**config.mk**
```make
export PLATFORM = sky130hd
export DESIGN_NAME = alu_mdu
export DESIGN_NICKNAME = d
export VERILOG_FILES = /design/src/rtl/alu_mdu.sv
export SDC_FILE = /design/constraint.sdc
export NUM_CORES = 1
export LEC_CHECK = 0
export BUFFER_PORTS_ARGS = -buffer_cell sky130_fd_sc_hd__buf_2
export CAP_MARGIN = 30
export CORE_MARGIN = 2
export CORE_UTILIZATION = 36
export DETAILED_ROUTE_END_ITERATION = 12
export REMOVE_ABC_BUFFERS = 1
export SYNTH_ARGS = -nofsm -noshare
export SYNTH_HDL_FRONTEND = slang
export SYNTH_SLANG_ARGS = --single-unit
```
**constraint.sdc**
```tcl
create_clock -name clk -period 8.2 [get_ports clk]
set_input_delay 0.82 -clock clk [delete_from_list [all_inputs] [get_ports clk]]
set_output_delay 0.82 -clock clk [all_outputs]
set_load 0.03 [all_outputs]
```
**src/rtl/alu_mdu.sv**
```systemverilog
// ============================================================================
// Module  : alu_mdu
// Purpose : Registered MIPS-style ALU with an iterative MULTU/DIVU unit,
//           HI/LO registers and a valid/ready handshake.
//           Optional macro ALU_SIGNED_SLT_EN enables signed SLT on op 1100.
// Revision: 1.0 - initial release
// ============================================================================
`default_nettype none

module alu_mdu #(
    parameter int WIDTH = 32
) (
    input  logic             clk,
    input  logic             rst,
    input  logic             in_valid,
    output logic             in_ready,
    input  logic [3:0]       op,
    input  logic [WIDTH-1:0] a,
    input  logic [WIDTH-1:0] b,
    output logic             out_valid,
    output logic [WIDTH-1:0] y,
    output logic             zero_flag,
    output logic [WIDTH-1:0] hi,
    output logic [WIDTH-1:0] lo,
    output logic             div_zero,
    output logic             busy
);

    localparam int            c_CW   = (WIDTH > 2) ? $clog2(WIDTH) : 1;
    localparam logic [c_CW-1:0] c_LAST = c_CW'(WIDTH - 1);

    localparam logic [3:0] c_OP_AND   = 4'b0000;
    localparam logic [3:0] c_OP_OR    = 4'b0001;
    localparam logic [3:0] c_OP_ADD   = 4'b0010;
    localparam logic [3:0] c_OP_ANDN  = 4'b0100;
    localparam logic [3:0] c_OP_ORN   = 4'b0101;
    localparam logic [3:0] c_OP_SUB   = 4'b0110;
    localparam logic [3:0] c_OP_SLTU  = 4'b0111;
    localparam logic [3:0] c_OP_MULTU = 4'b1000;
    localparam logic [3:0] c_OP_DIVU  = 4'b1001;
    localparam logic [3:0] c_OP_MFHI  = 4'b1010;
    localparam logic [3:0] c_OP_MFLO  = 4'b1011;
    localparam logic [3:0] c_OP_SLT   = 4'b1100;

    typedef enum logic [1:0] {
        S_IDLE = 2'd0,
        S_MUL  = 2'd1,
        S_DIV  = 2'd2
    } state_t;

    state_t               r_state;
    state_t               w_state_next;
    logic [c_CW-1:0]      r_cnt;
    logic [WIDTH-1:0]     r_b;
    logic [2*WIDTH-1:0]   r_acc;
    logic [WIDTH-1:0]     r_y;
    logic [WIDTH-1:0]     r_hi;
    logic [WIDTH-1:0]     r_lo;
    logic                 r_out_valid;
    logic                 r_div_zero;

    logic                 w_accept;
    logic                 w_last;
    logic                 w_multi;
    logic [WIDTH-1:0]     w_alu_y;
    logic [WIDTH:0]       w_mul_sum;
    logic [2*WIDTH-1:0]   w_mul_next;
    logic [WIDTH:0]       w_div_shift;
    logic [WIDTH+1:0]     w_div_diff;
    logic [2*WIDTH-1:0]   w_div_next;
    logic [2*WIDTH-1:0]   w_step;

    assign w_accept = in_valid && (r_state == S_IDLE);
    assign w_last   = (r_cnt == c_LAST);
    assign w_multi  = (op == c_OP_MULTU) || (op == c_OP_DIVU);

    always_ff @(posedge clk or posedge rst) begin
        if (rst) r_state <= S_IDLE;
        else     r_state <= w_state_next;
    end

    always_comb begin
        w_state_next = r_state;
        in_ready     = 1'b0;
        busy         = 1'b1;
        case (r_state)
            S_IDLE: begin
                in_ready = 1'b1;
                busy     = 1'b0;
                if (w_accept && op == c_OP_MULTU)     w_state_next = S_MUL;
                else if (w_accept && op == c_OP_DIVU) w_state_next = S_DIV;
            end
            S_MUL, S_DIV: if (w_last) w_state_next = S_IDLE;
            default: w_state_next = S_IDLE;
        endcase
    end

    always_comb begin
        w_alu_y = '0;
        case (op)
            c_OP_AND:  w_alu_y = a & b;
            c_OP_OR:   w_alu_y = a | b;
            c_OP_ADD:  w_alu_y = a + b;
            c_OP_ANDN: w_alu_y = a & ~b;
            c_OP_ORN:  w_alu_y = a | ~b;
            c_OP_SUB:  w_alu_y = a - b;
            c_OP_SLTU: w_alu_y = WIDTH'(a < b);
            c_OP_MFHI: w_alu_y = r_hi;
            c_OP_MFLO: w_alu_y = r_lo;
`ifdef ALU_SIGNED_SLT_EN
            c_OP_SLT:  w_alu_y = WIDTH'($signed(a) < $signed(b));
`else
            c_OP_SLT:  w_alu_y = '0;
`endif
            default:   w_alu_y = '0;
        endcase
    end

    // Shift-add: add multiplicand into the upper half when LSB is set, then shift right.
    assign w_mul_sum  = {1'b0, r_acc[2*WIDTH-1:WIDTH]} + (r_acc[0] ? {1'b0, r_b} : '0);
    assign w_mul_next = {w_mul_sum, r_acc[WIDTH-1:1]};

    // Restoring divide: upper half is the partial remainder, lower half shifts dividend out / quotient in.
    // With a zero divisor no borrow ever occurs, giving quotient all-ones and remainder a.
    assign w_div_shift = {r_acc[2*WIDTH-1:WIDTH], r_acc[WIDTH-1]};
    assign w_div_diff  = {1'b0, w_div_shift} - {2'b00, r_b};
    assign w_div_next  = w_div_diff[WIDTH+1] ? {w_div_shift[WIDTH-1:0], r_acc[WIDTH-2:0], 1'b0}
                                             : {w_div_diff[WIDTH-1:0],  r_acc[WIDTH-2:0], 1'b1};

    assign w_step = (r_state == S_MUL) ? w_mul_next : w_div_next;

    always_ff @(posedge clk or posedge rst) begin
        if (rst) begin
            r_cnt       <= '0;
            r_b         <= '0;
            r_acc       <= '0;
            r_y         <= '0;
            r_hi        <= '0;
            r_lo        <= '0;
            r_out_valid <= 1'b0;
            r_div_zero  <= 1'b0;
        end else begin
            r_out_valid <= 1'b0;
            case (r_state)
                S_IDLE: begin
                    if (w_accept) begin
                        r_cnt <= '0;
                        r_b   <= b;
                        r_acc <= {{WIDTH{1'b0}}, a};
                        if (!w_multi) begin
                            r_y         <= w_alu_y;
                            r_out_valid <= 1'b1;
                            r_div_zero  <= 1'b0;
                        end
                    end
                end
                S_MUL, S_DIV: begin
                    r_acc <= w_step;
                    r_cnt <= r_cnt + c_CW'(1);
                    if (w_last) begin
                        r_hi        <= w_step[2*WIDTH-1:WIDTH];
                        r_lo        <= w_step[WIDTH-1:0];
                        r_y         <= w_step[WIDTH-1:0];
                        r_out_valid <= 1'b1;
                        r_div_zero  <= (r_state == S_DIV) && (r_b == '0);
                    end
                end
                default: ;
            endcase
        end
    end

    assign out_valid = r_out_valid;
    assign y         = r_y;
    assign zero_flag = (r_y == '0);
    assign hi        = r_hi;
    assign lo        = r_lo;
    assign div_zero  = r_div_zero;

endmodule

`default_nettype wire

```
=== Word-level counts from Yosys, hierarchy flattened ===
Cells that the tools add are included.

* Input port bits: 71
* Word-level logic and storage cells: 79
* Output and inout port bits: 101
* Register bits after elaboration: 201

* Bitwise gates (word level): 5
* Order comparisons: 1
* Muxes and demuxes: 26
* $add $sub $neg: 5
* Equal/unequal tests: 17
* Reductions and logical operators: 16

{| class="wikitable"
|+ Operator list
! kind !! count
|-
| 32-bit case mux with 9 select lines || 1
|-
| 64-bit 2-to-1 mux || 3
|-
| 32-bit 2-to-1 mux || 4
|-
| 64-bit case mux with 2 select lines || 1
|-
| 32-bit AND || 2
|-
| 32-bit zero test || 2
|-
| 32-bit OR || 2
|-
| 32-bit case mux with 2 select lines || 1
|-
| 33-bit by 32-bit subtractor with 34-bit output || 1
|-
| 32-bit by 32-bit adder with 33-bit output || 1
|-
| 32-bit adder || 1
|-
| 32-bit less-than comparator || 1
|-
| 32-bit NOT || 1
|-
| 32-bit subtractor || 1
|-
| 4-bit by 3-bit == test with 1-bit output (second input constant) || 4
|-
| 4-bit == test (second input constant) || 4
|-
| 5-bit case mux with 2 select lines || 1
|-
| 1-bit 2-to-1 mux || 8
|-
| 2-bit AND reduction || 4
|-
| 2-bit 2-to-1 mux || 3
|-
| 2-bit inequality test (second input constant) || 3
|-
| 5-bit by 1-bit adder with 5-bit output (second input constant) || 1
|-
| 5-bit == test (second input constant) || 1
|-
| 5-bit 2-to-1 mux || 1
|-
| 14 further kinds || 18
|}

=== Logic depth before layout (Yosys ltp) ===
Gate-level depths: netlist (run 1).

* Word-level depth: 6
* Mapped depth: 15
* Depth with buffers taken out: 14

=== Worst setup path before layout (run 1) ===
OpenSTA, ideal clock, no wires.

* Path kind: register to register
* From: register r_acc[0]
* To: register r_acc[58]
* Required time: 8.078 ns
* Clock period less this slack: 3.309 ns
* Path buffers: 1
* Setup time: 0.122 ns
* Stages on the path, launching flop included: 13
* Arrival: 3.187 ns
* Path slack: 4.891 ns
* Cells stage by stage: dfrtp_1 -> clkbuf_1 -> and2_1 -> ha_1 -> a211oi_2 -> nor2_1 -> o41a_1 -> o41a_1 -> a31oi_2 -> a21oi_2 -> a221oi_2 -> mux2_1 -> a32o_1

* Word-level cells in the longest chain between the ends: 4

{| class="wikitable"
|+ RTL lines
! element !! RTL line !! RTL
|-
| start, declared || 55 || <nowiki>logic [2*WIDTH-1:0] r_acc;</nowiki>
|-
| start signal, assigned || 149 || <nowiki>r_acc <= {{WIDTH{1'b0}}, a};</nowiki>
|-
| start signal, assigned || 158 || <nowiki>r_acc <= w_step;</nowiki>
|-
| 32-bit 2-to-1 mux || 120 || <nowiki>assign w_mul_sum = {1'b0, r_acc[2*WIDTH-1:WIDTH]} + (r_acc[0] ? {1'b0, r_b} : '0);</nowiki>
|-
| 32-bit by 32-bit adder with 33-bit output || 120 ||
|-
| 64-bit 2-to-1 mux || 130 || <nowiki>assign w_step = (r_state == S_MUL) ? w_mul_next : w_div_next;</nowiki>
|-
| 64-bit case mux with 2 select lines || 144 || <nowiki>case (r_state)</nowiki>
|}

No other way between the ends.
A chain may end at the register's enable or synchronous reset.

=== Worst setup path after layout (run 1) ===
* From: register r_acc[0]
* To: register r_acc[63]

The elaborated chain is that of the path after synthesis.

==> reports/results.tsv, run 1 <==
stage	metric	value	unit
worst_setup_path	reg2reg_depth	14	
final_layout	syn_to_final_growth	12.6	%
clock_network	clockRootBuffer	clkbuf_16	
synthesis	async_flop_share	100	%
drt	drt-pass1-iter-count	7	
clock_network	insertion_delay	550	ps
global_route	grt_pass1_wl	98.9	mm
drt	drt-initial-drc-count	1666	
worst_setup_path	cp-end-kind	flip-flop	
floorplanning	die_h	223	µm
timing	maxSlewViolCount	0	
clock_network	cts_hold_buf	0	
worst_setup_path	cpMaxStageDelayCell	dfrtp_1	
worst_setup_path	worstPathArrival	4640	ps
drt	vias	17100	
synthesis	yosysSeqAreaShare	29.1	%
status	status	complete, no violations	
floorplanning	initial_core_util	36.4	%
timing	max_slew_margin	33.4	%
drt	post_drt_wl_per_cell	22.5	µm
global_route	antenna_found_initial	0	
final_layout	n_fill_cell	4827	
job	cap_viol_max_count	0	
pwr	ir_drop	0.198	mV
timing	fmax	239	MHz
worst_setup_path	cp-start-kind	flip-flop	
synthesis	synth_edf_count	0	
global_route	grt_max_degree	80	
pwr	power_density	336	nW/µm²
worst_setup_path	critPathMaxStageDelay	1000	ps
final_layout	drive_gt1_share	13.0	%
placed_design	place.gp.congestion	0.962	
global_route	grt_overflow	0	
timing	finalCritPeriodShare	51.1	%
timing	setup_viol	0	
clock_network	clockBufferDepth	3	
worst_hold_path	hp-class	primary input to asynchronous set/reset pin	
pwr	p_leak	9.02	nW
floorplanning	die_width	223	µm
global_route	grt_pass1_vias	16200	
worst_setup_path	r2r_slack	4010	ps
worst_setup_path	critPathLaunch	r_acc[0]$_DFFE_PP0P_	
synthesis	yosys_warnings	0	
global_route	groute.usage.overall	25.5	%
final_layout	final_common_cell	o21ai_0	
synthesis	ys_types	89	
placed_design	port_buffers	171	
clock_network	tritoncts	built	
worst_setup_path	crit_chain	and2_1 -> ha_1 -> inv_1 -> fa_1 -> nor2b_1 -> o31ai_2 -> a32oi_1 -> a311oi_2 -> o21ai_1 -> a31o_2 -> a21oi_1 -> o2111ai_1 -> o311ai_1 -> o21ai_0	
pwr	p_total	6.55	mW
synthesis	synth-seq-cells	201	
timing	period_minus_slack	4190	ps
placed_design	dp_hpwl	48.8	mm
timing	skew	18.5	ps
final_layout	fin_nets	2459	
floorplanning	fp-row-count	80	
final_layout	final_cell_mix	o21ai_0 (243), nand2_1 (239), a21oi_1 (205), dfrtp_1 (201), buf_2 (170)	
drt	drc	0	
clock_network	h-tree-depth	1	
timing	rsz0062_at_grt	no	
drt	wirelength	65.0	mm
worst_setup_path	reg2reg_to	r_acc[63]$_DFFE_PP0P_	
clock_network	cts.sinks	201	
floorplanning	coreArea	47500	µm²
worst_setup_path	worstPathRequired	8650	ps
worst_setup_path	rr_startpoint	r_acc[0]$_DFFE_PP0P_	
clock_network	postCtsSetupBuffers	0	
synthesis	syn_avg_cell_area	8.01	µm²
floorplanning	die_area	49800	µm²
floorplanning	boundaryPins	172	
synthesis	netlist_instances	2158	
timing	final_hold_viol_count	0	
worst_setup_path	critPathKind	flip-flop to flip-flop	
timing	tightest_slew	998	ps
drt	antenna_left	0	
worst_setup_path	worstPathMaxFanout	34	
final_layout	diodes	0	
clock_network	ctsResizeCount	0	
clock_network	clkTransAtPathRegs	70	ps
timing	final.setup.tns	0	ps
clock_network	cts_made_buffers	25	
synthesis	synth_ff_type	dfrtp_1	
synthesis	syn-cell-area	17300	µm²
drt	routed_via_density	5.94	
[registers in the layout, summed over array words and instances, names as in the netlist]
| signal | cells |
|---|---|
| div_zero | 1 |
| r_acc | 64 |
| r_b | 32 |
| r_cnt | 5 |
| out_valid | 1 |
| hi | 32 |
| y | 32 |
| lo | 32 |
| r_state | 2 |
[cell type report]
class,instances,area (µm²),share of cell area (%)
Sequential cell,201,5030,25.8
Clock buffer,34,709,3.64
Inverter,122,465,2.39
Clock inverter,11,96.3,0.495
Tap cell,615,769,3.95
Multi-Input combinational cell,1708,11400,58.3
Timing Repair Buffer,193,1040,5.36
[critical path, delay by kind of cell, from the launching register on]
family,cells,cell delay (ps)
flops,1,1000
buf+inv,1,70
fa+ha+maj,2,630
simple gates,2,430
compound gates,9,1980
[cells by family after synthesis]
| family | Yosys count | synth area share [%] |
|---|---|---|
| flip-flops | 201 | 29.1 |
| AND/OR/NAND/NOR | 608 | 16.1 |
| AO/OA/AOI/OAI | 754 | 27.5 |
| multiplexers | 83 | 5.03 |
| XOR/XNOR | 109 | 5.52 |
| adder cells (fa/ha/maj) | 154 | 11.1 |
| buffers and inverters | 249 | 5.64 |
[worst max-delay path by stage]
stage / slack [ps] / to
6_report: 4010 / r_acc[63]$_DFFE_PP0P_
4_1_cts: 4100 / r_acc[63]$_DFFE_PP0P_
2_1_floorplan: 1900 / div_zero$_DFFE_PP0P_
3_5_place_dp: 4100 / hi[29]$_DFFE_PP0P_
3_3_place_gp: 4110 / y[26]$_DFFE_PP0P_
5_1_grt: 3660 / hi[31]$_DFFE_PP0P_
[per-stage QoR]
stage	area, µm²	worst slack [ps]	utilization, %	cells	hold WS (ps)
6_report	19500	4010	40.9	2884	361
5_1_grt	19500	3660	40.9	2884	414
4_1_cts	19400	4100	40.9	2883	368
3_5_place_dp	18600	4100	39.2	2838	467
3_3_place_gp	18600	4110	39.2	2838	457
2_1_floorplan	16800	1900	-	2031	445
[layer usage]
layer  up-vias  track usage (%)  share of wire, %
li1       7978                -                 -
met1      8303             36.6                45
met2       722             39.1                44
met3       127             3.02               7.2
met4         0             9.57               3.9
met5         -                0                 0
[cell usage after synthesis (all sizes together), types with 38 or more instances]
master | count | area share, %
nand2 | 241 | 5.2
xnor2 | 49 | 2.5
inv | 120 | 2.6
mux2i | 61 | 3.5
o21ai | 253 | 7.4
xor2 | 60 | 3.0
a21oi | 207 | 6.0
dfrtp | 201 | 29
a21o | 40 | 1.7
and2 | 38 | 1.4
ha | 133 | 9.6
clkbuf | 101 | 2.2
nor2 | 147 | 3.2
[power breakdown]
group / switching [mW] / internal [mW] / total [mW] / leakage (nW)
clock network: 0.467 / 0.639 / 1.11 / 0.396
logic: 2.42 / 1.33 / 3.75 / 5.98
registers: 0.411 / 1.28 / 1.69 / 2.64
Note: power is estimated with default switching activity, not from simulation.
==> run 2, diff against run 1 <==
==> constraint.sdc (replaced) <==
create_clock -name clk -period 3.84 [get_ports clk]
set_input_delay 0.384 -clock clk [delete_from_list [all_inputs] [get_ports clk]]
set_output_delay 0.384 -clock clk [all_outputs]
set_load 0.03 [all_outputs]
==> run 2 against run 1 <==
Against the previous run:
- setup slack worse by 3800 ps
- sequential power grew 110%
- maximum frequency is 16% higher
- cell count increased by 1.5%
- clock power rose by 130%
- die area unchanged
- combinational power up 120%
- worst hold slack got worse by 220 ps
- first-iteration DRC count fell by 14%
- non-clock buffer count up 44
- critical path depth shrank 2
- power up 120%
- critical path type unchanged
- critical endpoint is now r_acc[58]$_DFFE_PP0P_
- largest cell class unchanged
==> reports/results.tsv, run 2 (same netlist as run 1, synthesis figures left out) <==
stage	metric	value	unit
global_route	grt_max_degree	96	
final_layout	n_fill_cell	4754	
worst_hold_path	hp-class	primary input to flip-flop	
pwr	ir_drop	0.395	mV
final_layout	fin_nets	2502	
drt	antenna_left	0	
final_layout	drive_gt1_share	14.7	%
timing	final_hold_viol_count	0	
drt	wirelength	64.2	mm
status	status	complete, no violations	
final_layout	diodes	0	
final_layout	final-seq-area	5030	µm²
final_layout	regMostFlops	r_acc	
floorplanning	die_h	223	µm
pwr	p_sw	7.05	mW
timing	fmax	276	MHz
floorplanning	initial_core_util	36.4	%
clock_network	tritoncts	built	
timing	fin_hold_ws	145	ps
pwr	switching_share	48.9	%
clock_network	clockRootBuffer	clkbuf_16	
global_route	groute.usage.overall	25.1	%
placed_design	dp.cells	2878	
timing	rsz0062_at_grt	no	
worst_setup_path	critPathKind	flip-flop to flip-flop	
timing	maxSlewViolCount	0	
clock_network	h-tree-depth	1	
global_route	grt_pass1_wl	98.4	mm
worst_setup_path	cp-end-kind	flip-flop	
clock_network	clockBufferDepth	3	
job	cap_viol_max_count	0	
worst_setup_path	cp-start-kind	flip-flop	
drt	drt-pass1-iter-count	7	
timing	period_minus_slack	3620	ps
pwr	power_density	724	nW/µm²
global_route	grt_pass1_vias	16200	
drt	vias	17200	
pwr	clockPowerShare	17.5	%
worst_setup_path	worstPathArrival	4050	ps
floorplanning	coreArea	47500	µm²
timing	skew	10.0	ps
floorplanning	die_area	49800	µm²
worst_setup_path	reg2reg_depth	12	
floorplanning	die_width	223	µm
final_layout	fin_cells	2926	
floorplanning	boundaryPins	172	
pwr	power_frac_comb	58.3	%
floorplanning	fp-row-count	80	
timing	max_slew_margin	31.1	%
pwr	p_leak	9.27	nW
placed_design	place.gp.congestion	0.938	
timing	setup_viol	0	
clock_network	insertion_delay	540	ps
drt	routed_via_density	5.87	
final_layout	final_cell_area	19900	µm²
pwr	pwr-share-seq	24.2	%
clock_network	clkTransAtPathRegs	70	ps
timing	tightest_slew	1030	ps
final_layout	largest_reg_flops	64	
worst_setup_path	r2r_slack	220	ps
drt	drc	0	
worst_setup_path	crit_end	r_acc[58]$_DFFE_PP0P_	
clock_network	cts_made_buffers	24	
worst_setup_path	worstPathMaxFanout	20	
global_route	antenna_found_initial	1	
drt	drt-initial-drc-count	1438	
global_route	grt_overflow	0	
drt	post_drt_wl_per_cell	21.9	µm
placed_design	dp_hpwl	49.2	mm
final_layout	syn_to_final_growth	15.1	%
final_layout	multi_input_area	11400	µm²
final_layout	final_cell_mix	o21ai_0 (243), nand2_1 (239), a21oi_1 (204), dfrtp_1 (200), buf_2 (170)	
final_layout	final_common_cell	o21ai_0	
worst_setup_path	worstPathRequired	4270	ps
pwr	power.internal	7.36	mW
timing	finalCritPeriodShare	94.3	%
placed_design	post_dp_cell_area	19000	µm²
worst_setup_path	critPathLaunch	r_acc[0]$_DFFE_PP0P_	
clock_network	cts.sinks	201	
worst_setup_path	reg2reg_to	r_acc[58]$_DFFE_PP0P_	
worst_setup_path	rr_startpoint	r_acc[0]$_DFFE_PP0P_	
placed_design	port_buffers	171	
run 2: cell count changes in the layout (fill, tap and decap cells not counted), sizes merged:
cell	before	now
buf	193	236
bufinv	1	4
clkinv	7	6
clkinvlp	2	0
dlygate4sd3	0	1
inv	123	121
run 2: worst min-delay path by stage:
| stage | slack (ps) | endpoint | start | cells after the start |
|---|---|---|---|---|
| floorplan | 450 | r_cnt[4]$_DFFE_PP0P_ | r_cnt[4]$_DFFE_PP0P_ | 2 |
| global placement | 460 | r_cnt[4]$_DFFE_PP0P_ | r_cnt[4]$_DFFE_PP0P_ | 2 |
| detailed placement | 470 | r_cnt[4]$_DFFE_PP0P_ | r_cnt[4]$_DFFE_PP0P_ | 2 |
| CTS | 130 | r_b[0]$_DFFE_PP0P_ | b[0] | 2 |
| global route | 150 | r_b[0]$_DFFE_PP0P_ | b[0] | 2 |
| finish | 150 | r_b[0]$_DFFE_PP0P_ | b[0] | 2 |
run 2: worst max-delay path, stage by stage (launching register included):
cell      delay (ps)
dfrtp_2          500
buf_4            240
and2_1           180
ha_1             350
o21ai_0          110
nor2_1            80
o41a_1           360
o41a_1           430
a31oi_2          210
a21oi_2          150
a221oi_2         290
mux2_1           370
a32o_1           250
run 2: layout make-up:
type	count	area share [%]
well taps	615	3.87
clock inverters	9	0.767
inverters	122	2.34
flip-flops and latches	201	25.3
clock buffers	34	3.56
multi-input cells	1708	57.1
repair buffers	237	7.07
run 2: power groups by stage:
stage	Combinational [mW]	Clock, mW	Sequential, mW
floorplan	5.46	0	3.45
global placement	8.13	0	3.48
detailed placement	8.20	0	3.49
CTS	8.26	2.55	3.45
global route	9.23	2.63	3.54
finish	8.40	2.53	3.49
run 2: through the flow:
step	total power, mW	setup TNS, ps	worst slack, ps	utilization, %
after floorplan	8.91	-424120	-2030	-
after global placement	11.6	0	151	39.9
after detailed placement	11.7	0	57.0	39.9
after CTS	14.3	0	26.4	41.8
after global routing	15.4	0	0.417	41.9
final	14.4	0	221	41.9
run 2: metal layers:
metal	track usage [%]	up-vias	wire (µm)
li1	-	8065	-
met1	36.9	8305	29900
met2	38.1	692	27600
met3	2.71	115	4330
met4	8.59	0	2310
met5	0	-	0
run 2: repair_timing:
action | in CTS | in global routing
resized for setup | 0 | 4
setup buffers | 0 | 4
hold buffers | 1 | 0
hold endpoints to repair | 13 | 0
setup endpoints to repair | 0 | 24
